[src/rtl/set_assoc_cache_ctrl_if.sv]
// CPU request/response and backing-memory bus of the set-associative cache
// controller. The controller takes the slave view; the core and the memory
// behind it together form the master view.
interface set_assoc_cache_ctrl_if #(
  parameter int ADDR_W = 12,
  parameter int DATA_W = 32
);
  // CPU request channel
  logic              req_valid;
  logic              req_ready;
  logic              req_we;
  logic [ADDR_W-1:0] req_addr;
  logic [DATA_W-1:0] req_wdata;
  // CPU response channel
  logic              resp_valid;
  logic [DATA_W-1:0] resp_rdata;
  // Backing-memory channel
  logic              mem_req;
  logic              mem_we;
  logic [ADDR_W-1:0] mem_addr;
  logic [DATA_W-1:0] mem_wdata;
  logic              mem_ack;
  logic [DATA_W-1:0] mem_rdata;

  modport slave (
    input  req_valid, req_we, req_addr, req_wdata, mem_ack, mem_rdata,
    output req_ready, resp_valid, resp_rdata, mem_req, mem_we, mem_addr, mem_wdata
  );

  modport master (
    output req_valid, req_we, req_addr, req_wdata, mem_ack, mem_rdata,
    input  req_ready, resp_valid, resp_rdata, mem_req, mem_we, mem_addr, mem_wdata
  );
endinterface

[src/rtl/set_assoc_cache_ctrl.sv]
// N-way set-associative, write-back / write-allocate cache controller with
// true-LRU replacement, one word per line, a blocking backing-memory port and
// saturating per-type hit/miss statistics.
module set_assoc_cache_ctrl #(
  parameter int ADDR_W = 12,
  parameter int DATA_W = 32,
  parameter int SETS   = 8,
  parameter int WAYS   = 4,
  parameter int CNT_W  = 32
) (
  input  logic                  clk,
  input  logic                  rst,
  set_assoc_cache_ctrl_if.slave bus,
  output logic [CNT_W-1:0]      read_hit,
  output logic [CNT_W-1:0]      read_miss,
  output logic [CNT_W-1:0]      write_hit,
  output logic [CNT_W-1:0]      write_miss
);

  localparam int IDX_W = $clog2(SETS);
  localparam int TAG_W = ADDR_W - IDX_W;
  localparam int AGE_W = $clog2(WAYS);
  localparam int WAY_W = AGE_W;

  typedef enum logic [2:0] {
    S_IDLE,
    S_LOOKUP,
    S_WRITEBACK,
    S_REFILL,
    S_RESPOND
  } state_t;

  state_t state_q, state_d;

  // Line storage and replacement state
  logic              valid_q [SETS][WAYS];
  logic              dirty_q [SETS][WAYS];
  logic [TAG_W-1:0]  tag_q   [SETS][WAYS];
  logic [DATA_W-1:0] data_q  [SETS][WAYS];
  logic [AGE_W-1:0]  age_q   [SETS][WAYS];

  // Captured request
  logic              cap_we;
  logic [ADDR_W-1:0] cap_addr;
  logic [DATA_W-1:0] cap_wdata;
  logic [IDX_W-1:0]  cap_set;
  logic [TAG_W-1:0]  cap_tag;

  assign cap_set = cap_addr[IDX_W-1:0];
  assign cap_tag = cap_addr[ADDR_W-1:IDX_W];

  // Lookup / replacement results
  logic              hit;
  logic [WAY_W-1:0]  hit_way;
  logic [WAY_W-1:0]  lookup_victim;
  logic [WAY_W-1:0]  vic_q;
  logic [WAY_W-1:0]  acc_way;
  logic [AGE_W-1:0]  age_new [WAYS];
  logic [DATA_W-1:0] rdata_q;

  logic lookup_hit;
  logic lookup_miss;
  logic refill_done;
  logic lru_touch;

  assign lookup_hit  = (state_q == S_LOOKUP) && hit;
  assign lookup_miss = (state_q == S_LOOKUP) && !hit;
  assign refill_done = (state_q == S_REFILL) && bus.mem_ack;
  assign lru_touch   = lookup_hit || refill_done;
  // The line being touched is the hit way in LOOKUP and the victim on refill.
  assign acc_way     = (state_q == S_LOOKUP) ? hit_way : vic_q;

  function automatic logic [CNT_W-1:0] sat_inc(input logic [CNT_W-1:0] v);
    return (v == {CNT_W{1'b1}}) ? v : v + CNT_W'(1);
  endfunction

  // Tag compare across all valid ways of the captured set.
  // NOTE: every variable written in an always_comb gets a default first so no
  // path through the block leaves it unassigned and infers a latch.
  always_comb begin
    hit     = 1'b0;
    hit_way = '0;
    for (int w = 0; w < WAYS; w++) begin
      if (!hit && valid_q[cap_set][w] && (tag_q[cap_set][w] == cap_tag)) begin
        hit     = 1'b1;
        hit_way = WAY_W'(w);
      end
    end
  end

  // Victim choice: lowest-index invalid way, else the least recently used.
  always_comb begin
    logic found_inv;
    found_inv     = 1'b0;
    lookup_victim = '0;
    for (int w = 0; w < WAYS; w++) begin
      if (!found_inv && !valid_q[cap_set][w]) begin
        found_inv     = 1'b1;
        lookup_victim = WAY_W'(w);
      end
    end
    if (!found_inv) begin
      for (int w = 0; w < WAYS; w++) begin
        if (age_q[cap_set][w] == AGE_W'(WAYS - 1)) lookup_victim = WAY_W'(w);
      end
    end
  end

  // LRU ages after touching acc_way: it becomes youngest, younger ways age by one.
  always_comb begin
    for (int w = 0; w < WAYS; w++) begin
      if (WAY_W'(w) == acc_way) begin
        age_new[w] = '0;
      end else if (age_q[cap_set][w] < age_q[cap_set][acc_way]) begin
        age_new[w] = age_q[cap_set][w] + AGE_W'(1);
      end else begin
        age_new[w] = age_q[cap_set][w];
      end
    end
  end

  // FSM state register.
  // NOTE: sequential state uses non-blocking assignments so every flop samples
  // the pre-edge values of the others, independent of block ordering.
  always_ff @(posedge clk) begin
    if (rst) state_q <= S_IDLE;
    else     state_q <= state_d;
  end

  // FSM next state and bus outputs, all decoded from the current state.
  always_comb begin
    state_d        = state_q;
    bus.req_ready  = 1'b0;
    bus.resp_valid = 1'b0;
    bus.resp_rdata = '0;
    bus.mem_req    = 1'b0;
    bus.mem_we     = 1'b0;
    bus.mem_addr   = '0;
    bus.mem_wdata  = '0;
    unique case (state_q)
      S_IDLE: begin
        bus.req_ready = 1'b1;
        if (bus.req_valid) state_d = S_LOOKUP;
      end
      S_LOOKUP: begin
        if (hit)                                   state_d = S_RESPOND;
        else if (valid_q[cap_set][lookup_victim] &&
                 dirty_q[cap_set][lookup_victim])  state_d = S_WRITEBACK;
        else                                       state_d = S_REFILL;
      end
      S_WRITEBACK: begin
        bus.mem_req   = 1'b1;
        bus.mem_we    = 1'b1;
        bus.mem_addr  = {tag_q[cap_set][vic_q], cap_set};
        bus.mem_wdata = data_q[cap_set][vic_q];
        if (bus.mem_ack) state_d = S_REFILL;
      end
      S_REFILL: begin
        bus.mem_req  = 1'b1;
        bus.mem_addr = cap_addr;
        if (bus.mem_ack) state_d = S_RESPOND;
      end
      S_RESPOND: begin
        bus.resp_valid = 1'b1;
        bus.resp_rdata = rdata_q;
        state_d        = S_IDLE;
      end
      default: state_d = S_IDLE;
    endcase
  end

  // Request capture, victim latch and response data register.
  always_ff @(posedge clk) begin
    if (rst) begin
      cap_we    <= 1'b0;
      cap_addr  <= '0;
      cap_wdata <= '0;
      vic_q     <= '0;
      rdata_q   <= '0;
    end else begin
      if (state_q == S_IDLE && bus.req_valid) begin
        cap_we    <= bus.req_we;
        cap_addr  <= bus.req_addr;
        cap_wdata <= bus.req_wdata;
      end
      if (lookup_miss) vic_q <= lookup_victim;
      if (lookup_hit)       rdata_q <= cap_we ? '0 : data_q[cap_set][hit_way];
      else if (refill_done) rdata_q <= cap_we ? '0 : bus.mem_rdata;
    end
  end

  // Valid, dirty and LRU state: cleared on reset so every set starts empty
  // with ages 0..WAYS-1.
  always_ff @(posedge clk) begin
    if (rst) begin
      for (int s = 0; s < SETS; s++) begin
        for (int w = 0; w < WAYS; w++) begin
          valid_q[s][w] <= 1'b0;
          dirty_q[s][w] <= 1'b0;
          age_q[s][w]   <= AGE_W'(w);
        end
      end
    end else begin
      if (lookup_hit && cap_we) dirty_q[cap_set][hit_way] <= 1'b1;
      if (refill_done) begin
        valid_q[cap_set][vic_q] <= 1'b1;
        dirty_q[cap_set][vic_q] <= cap_we;
      end
      if (lru_touch) begin
        for (int w = 0; w < WAYS; w++) age_q[cap_set][w] <= age_new[w];
      end
    end
  end

  // Tag and data arrays.
  // NOTE: storage arrays are deliberately left out of reset; valid bits gate
  // every use, and a reset would prevent mapping them onto RAM.
  always_ff @(posedge clk) begin
    if (!rst) begin
      if (lookup_hit && cap_we) data_q[cap_set][hit_way] <= cap_wdata;
      if (refill_done) begin
        tag_q[cap_set][vic_q]  <= cap_tag;
        data_q[cap_set][vic_q] <= cap_we ? cap_wdata : bus.mem_rdata;
      end
    end
  end

  // Saturating statistics: exactly one counter steps per LOOKUP.
  always_ff @(posedge clk) begin
    if (rst) begin
      read_hit   <= '0;
      read_miss  <= '0;
      write_hit  <= '0;
      write_miss <= '0;
    end else if (state_q == S_LOOKUP) begin
      unique case ({cap_we, hit})
        2'b01:   read_hit   <= sat_inc(read_hit);
        2'b00:   read_miss  <= sat_inc(read_miss);
        2'b11:   write_hit  <= sat_inc(write_hit);
        default: write_miss <= sat_inc(write_miss);
      endcase
    end
  end

endmodule
[src/flat_wrapper.sv]
// flat-port wrapper written by rule: the top's interface ports become plain ports
module set_assoc_cache_ctrl_flat 
#(
  parameter int ADDR_W = 12,
  parameter int DATA_W = 32,
  parameter int SETS   = 8,
  parameter int WAYS   = 4,
  parameter int CNT_W  = 32
)
  (clk, rst, read_hit, read_miss, write_hit, write_miss, bus_req_valid, bus_req_we, bus_req_addr, bus_req_wdata, bus_mem_ack, bus_mem_rdata, bus_req_ready, bus_resp_valid, bus_resp_rdata, bus_mem_req, bus_mem_we, bus_mem_addr, bus_mem_wdata);
  set_assoc_cache_ctrl_if #(.ADDR_W(ADDR_W), .DATA_W(DATA_W)) bus_i ();
  input  logic clk;
  input  logic rst;
  output logic [CNT_W-1:0] read_hit;
  output logic [CNT_W-1:0] read_miss;
  output logic [CNT_W-1:0] write_hit;
  output logic [CNT_W-1:0] write_miss;
  input wire logic [$bits(bus_i.req_valid)-1:0] bus_req_valid;
  input wire logic [$bits(bus_i.req_we)-1:0] bus_req_we;
  input wire logic [$bits(bus_i.req_addr)-1:0] bus_req_addr;
  input wire logic [$bits(bus_i.req_wdata)-1:0] bus_req_wdata;
  input wire logic [$bits(bus_i.mem_ack)-1:0] bus_mem_ack;
  input wire logic [$bits(bus_i.mem_rdata)-1:0] bus_mem_rdata;
  output wire logic [$bits(bus_i.req_ready)-1:0] bus_req_ready;
  output wire logic [$bits(bus_i.resp_valid)-1:0] bus_resp_valid;
  output wire logic [$bits(bus_i.resp_rdata)-1:0] bus_resp_rdata;
  output wire logic [$bits(bus_i.mem_req)-1:0] bus_mem_req;
  output wire logic [$bits(bus_i.mem_we)-1:0] bus_mem_we;
  output wire logic [$bits(bus_i.mem_addr)-1:0] bus_mem_addr;
  output wire logic [$bits(bus_i.mem_wdata)-1:0] bus_mem_wdata;
  assign bus_i.req_valid = bus_req_valid;
  assign bus_i.req_we = bus_req_we;
  assign bus_i.req_addr = bus_req_addr;
  assign bus_i.req_wdata = bus_req_wdata;
  assign bus_i.mem_ack = bus_mem_ack;
  assign bus_i.mem_rdata = bus_mem_rdata;
  assign bus_req_ready = bus_i.req_ready;
  assign bus_resp_valid = bus_i.resp_valid;
  assign bus_resp_rdata = bus_i.resp_rdata;
  assign bus_mem_req = bus_i.mem_req;
  assign bus_mem_we = bus_i.mem_we;
  assign bus_mem_addr = bus_i.mem_addr;
  assign bus_mem_wdata = bus_i.mem_wdata;
  set_assoc_cache_ctrl #(.ADDR_W(ADDR_W), .DATA_W(DATA_W), .SETS(SETS), .WAYS(WAYS), .CNT_W(CNT_W)) u_core (.clk(clk), .rst(rst), .bus(bus_i), .read_hit(read_hit), .read_miss(read_miss), .write_hit(write_hit), .write_miss(write_miss));
endmodule
[config.mk]
export PLATFORM = sky130hd
export DESIGN_NAME = set_assoc_cache_ctrl_flat
export DESIGN_NICKNAME = d
export VERILOG_FILES = /design/src/rtl/set_assoc_cache_ctrl_if.sv /design/src/rtl/set_assoc_cache_ctrl.sv /design/src/flat_wrapper.sv
export SDC_FILE = /design/constraint.sdc
export NUM_CORES = 2
export LEC_CHECK = 0
export CORE_ASPECT_RATIO = 2
export CORE_UTILIZATION = 35
export CTS_BUF_LIST = sky130_fd_sc_hd__clkbuf_2 sky130_fd_sc_hd__clkbuf_4 sky130_fd_sc_hd__clkbuf_8
export CTS_CLUSTER_DIAMETER = 80
export DETAILED_ROUTE_END_ITERATION = 10
export PLACE_DENSITY = 0.62
export SYNTH_ARGS = -nofsm -noshare
export SYNTH_HDL_FRONTEND = slang
export SYNTH_SLANG_ARGS = --single-unit
[constraint.sdc]
create_clock -name clk -period 5.41 [get_ports clk]
set_input_delay 1.082 -clock clk [delete_from_list [all_inputs] [get_ports clk]]
set_output_delay 1.082 -clock clk [all_outputs]
set_load 0.005 [all_outputs]
==> results.py <==
metrics = {
    "run_status": {
        "status": "finished clean",
    },
    "logic_synthesis": {
        "postSynthAreaPerCell_sq_um": 16.54,
        "yosysSeqAreaShare_pct": 68.49,
        "yosysTopAreaCellShare_pct": 61.37,
        "most_numerous_cell_in_the_yosys_netlist": "sky130_fd_sc_hd__edfxtp_1",
        "synth_warnings": 0,
        "synth-async-reset-ratio_pct": 0,
        "synth_cells": 4166,
        "synth_top_cell_by_area": "sky130_fd_sc_hd__edfxtp_1",
        "synth_cell_type_count": 78,
        "edff_count_synth": 1408,
        "netlist_top_cells_count": "sky130_fd_sc_hd__edfxtp_1 (1408), sky130_fd_sc_hd__mux4_2 (364), sky130_fd_sc_hd__nor2_1 (312)",
        "dominantRegCellSynth": "sky130_fd_sc_hd__edfxtp_1",
        "syn-cell-area_sq_um": 68890,
        "synth_seq_cells": 1653,
        "synth_area_leaders": "sky130_fd_sc_hd__edfxtp_1 (61%), sky130_fd_sc_hd__mux4_2 (12%), sky130_fd_sc_hd__dfxtp_1 (7.1%), sky130_fd_sc_hd__mux2i_1 (3.2%), sky130_fd_sc_hd__mux2_2 (2.6%)",
        "mappedNetlistNets": 4255,
    },
    "sta": {
        "final.period_utilization_pct": 97.35,
        "max_clock_freq_mhz": 189.9,
        "finalWorstSetupSlack_ns": 0.1436,
        "maxSlewViolCount": 0,
        "worstMarginPinSlew_ns": 1.205,
        "final_setup_violating_endpoints": 0,
        "final-hold-violation-count": 0,
        "timing.clock.skew_ns": 0.07148,
        "min_period_ns": 5.266,
        "timing.slew.headroom_pct": 19.65,
    },
    "placement": {
        "pre_cts_ws_ns": 0.4616,
        "detailed_place_hpwl_mm": 134.9,
        "portBuffers": 288,
        "gp_congestion": 0.8832,
        "detailed_place.area_sq_um": 76420,
        "placed_cells": 6956,
    },
    "clock_tree": {
        "cts_tree": "built",
        "cts_buffers": 237,
        "htree_num_levels": 4,
        "path_clk_slew_ns": 0.06,
        "clkLatencyLatePin_ns": 0.98,
        "ctsLongestPathBuffers": 3,
        "cts_sinks": 1653,
        "root_buffer": "sky130_fd_sc_hd__clkbuf_8",
    },
    "routing": {
        "detailedRoute.firstPassIterationCount": 7,
        "drt_iter0_drc": 4120,
        "vias_per_cell": 5.624,
        "routed-via-count": 41670,
        "antenna_violating_nets_post_route": 0,
        "drt_wl_total_mm": 216.3,
        "wl_per_cell_um": 29.19,
        "drc": 0,
    },
    "setup_path": {
        "biggest_cell_delay_along_the_critical_path_ns": 0.60,
        "data_arrival_time_of_the_worst_path_ns": 4.18,
        "critical_path.cell_chain": "buf_12, buf_16, mux4_2, mux2i_1, mux4_2, nor2_1, clkdlybuf4s50_1",
        "worst-r2r-cell-count": 12,
        "critPathKind": "reg2out",
        "crit_path_top_delay_cell": "sky130_fd_sc_hd__clkdlybuf4s50_1",
        "worstPathRequired_ns": 4.33,
        "crit_path_start_kind": "register",
        "path_max_fanout": 66,
        "worst_flop_to_flop_path_endpoint": "u_core.age_q[7][3]$_SDFFCE_PN1P_",
        "r2r_setup_slack_ns": 0.41,
        "end_kind": "output pin",
        "crit_top_cell": "sky130_fd_sc_hd__mux4_2",
    },
    "global_route": {
        "pin_count_of_the_biggest_net_entering_global_routing": 83,
        "antenna_found_initial": 16,
        "gr-usage-all-layers_pct": 21.60,
        "grt-ovfl-total": 0,
        "vias_in_the_first_global_route": 42590,
        "grt_first_pass_wirelength_mm": 305.7,
    },
    "final_layout": {
        "layout.filler_cells": 17570,
        "syn2layout_area_growth_pct": 18.56,
        "flip_flop_count_of_the_largest_register_all_copies_and_words_added": 1024,
        "largest-register": "u_core.data_q",
        "non_filler_instance_count_after_layout": 7410,
        "share_of_final_layout_standard_cells_stronger_than_drive_strength_1_pct": 26.16,
        "stdcell_area_sq_um": 81680,
        "multi_input_gate_area_in_the_final_layout_sq_um": 20730,
        "finish.net_count": 4737,
        "seq_area_sq_um": 47200,
        "largestRegisters": "u_core.data_q x1024, u_core.tag_q x288, u_core.age_q x64",
    },
    "die": {
        "fp.coreArea_sq_um": 196000,
        "design.die.area_sq_um": 198700,
        "ioPinCount": 289,
        "vertical_extent_of_the_die_um": 629.4,
        "initial_utilization_pct": 35.15,
        "chipWidth_um": 315.7,
        "rows": 230,
    },
    "power": {
        "peak_supply_drop_mv": 0.2551,
        "p_leak_nw": 25.65,
        "design_power_total_mw": 26.86,
        "power_per_cell_area_nw_per_um2": 328.9,
    },
    "hold_path": {
        "hold-path-endpoint": "u_core.rdata_q[3]$_SDFFE_PP0N_",
        "hold_start": "u_core.rdata_q[3]$_SDFFE_PP0N_",
        "min_path_cells": 2,
        "holdCritPathClass": "reg2reg",
    },
    "flow_run": {
        "cap_viol_max_count": 0,
    },
}
-- routing by layer --
layer	up-vias	share of wire (%)	global-route usage, %
met3	517	7.7	4.081
met1	21650	36	24.97
met2	2189	52	37.94
li1	17300	-	-
met4	16	5.0	10.63
met5	-	0.049	0
-- worst max-delay path by stage --
stage / from / to / slack [ns] / depth (start not counted)
2_1_floorplan: register / u_core.dirty_q[1][0]$_SDFFCE_PN0P_ / 0.10 / 15
3_3_place_gp: register / u_core.age_q[2][3]$_SDFFCE_PN1P_ / 0.39 / 12
3_5_place_dp: register / u_core.age_q[7][3]$_SDFFCE_PN1P_ / 0.46 / 12
4_1_cts: register / bus_mem_wdata[19] / -0.001 / 6
5_1_grt: register / bus_mem_wdata[1] / -0.00005 / 7
6_report: register / bus_mem_wdata[1] / 0.14 / 7
-- per-stage QoR --
step / hold WS, ns / utilization, % / setup TNS (ns)
2_1_floorplan: 0.4166 / - / 0
3_3_place_gp: 0.4351 / 38.99 / 0
3_5_place_dp: 0.4332 / 38.99 / 0
4_1_cts: 0.4336 / 41.63 / -0.001180
5_1_grt: 0.4813 / 41.67 / -0.00004574
6_report: 0.4630 / 41.68 / 0
-- cell families after synthesis --
| kind of cell | after synthesis | share of synthesized area [%] |
|---|---|---|
| compound gates | 349 | 3.349 |
| xor+xnor | 121 | 1.538 |
| fa+ha+maj | 12 | 0.2071 |
| buf+inv | 320 | 1.914 |
| flops | 1653 | 68.49 |
| mux | 744 | 17.75 |
| simple gates | 967 | 6.747 |
-- cells in the final DEF, fill, tap and decap left out, types with 24 or more instances in the layout --
| cell | n |
|---|---|
| sky130_fd_sc_hd__or3_1 | 35 |
| sky130_fd_sc_hd__o21ai_0 | 47 |
| sky130_fd_sc_hd__nor2_4 | 39 |
| sky130_fd_sc_hd__mux4_2 | 364 |
| sky130_fd_sc_hd__clkinv_1 | 33 |
| sky130_fd_sc_hd__mux2i_1 | 216 |
| sky130_fd_sc_hd__inv_1 | 66 |
| sky130_fd_sc_hd__clkbuf_8 | 271 |
| sky130_fd_sc_hd__mux2_2 | 158 |
| sky130_fd_sc_hd__or2_2 | 37 |
| sky130_fd_sc_hd__edfxtp_1 | 1408 |
| sky130_fd_sc_hd__and3_1 | 26 |
| sky130_fd_sc_hd__nand2_1 | 230 |
| sky130_fd_sc_hd__a21oi_1 | 84 |
| sky130_fd_sc_hd__nor2_1 | 270 |
| sky130_fd_sc_hd__a211oi_1 | 36 |
| sky130_fd_sc_hd__clkinv_2 | 24 |
| sky130_fd_sc_hd__o22ai_1 | 76 |
| sky130_fd_sc_hd__dfxtp_1 | 240 |
| sky130_fd_sc_hd__xor2_1 | 76 |
| sky130_fd_sc_hd__o31ai_1 | 32 |
| sky130_fd_sc_hd__clkbuf_4 | 94 |
| sky130_fd_sc_hd__xnor2_1 | 45 |
| sky130_fd_sc_hd__and2_1 | 44 |
| sky130_fd_sc_hd__clkdlybuf4s50_1 | 287 |
| sky130_fd_sc_hd__buf_12 | 48 |
| sky130_fd_sc_hd__nor3_1 | 86 |
| sky130_fd_sc_hd__nand3_1 | 60 |
| sky130_fd_sc_hd__buf_4 | 148 |
| sky130_fd_sc_hd__nand4_1 | 37 |
-- power breakdown --
part | switching (mW) | internal (mW) | total, mW
clock | 4.88 | 5.48 | 10.4
combinational | 1.43 | 0.995 | 2.43
sequential | 0.112 | 14.0 | 14.1
-- cell type report --
type	count	share of cell area, %
Antenna cell	7	0.02145
Inverter	67	0.3140
Tap cell	2552	3.909
Multi-Input combinational cell	2193	25.38
Clock inverter	78	0.7583
Timing Repair Buffer	496	6.414
Sequential cell	1653	57.79
Clock buffer	364	5.414
-- critical path, delay by kind of cell, from the launching register on --
kind | cells | cell delay, ns
flops | 1 | 0.57
mux | 3 | 0.99
buf+inv | 3 | 1.27
simple gates | 1 | 0.35
-- what timing repair did --
item	CTS	global route
hold buffers	0	0
setup endpoints to repair	23	7
cloned	2	1
resized for setup	13	4
endpoints found under the hold margin	0	0
buffers inserted	0	3
pin swaps	0	0
Power figures use the tool's default switching activity.
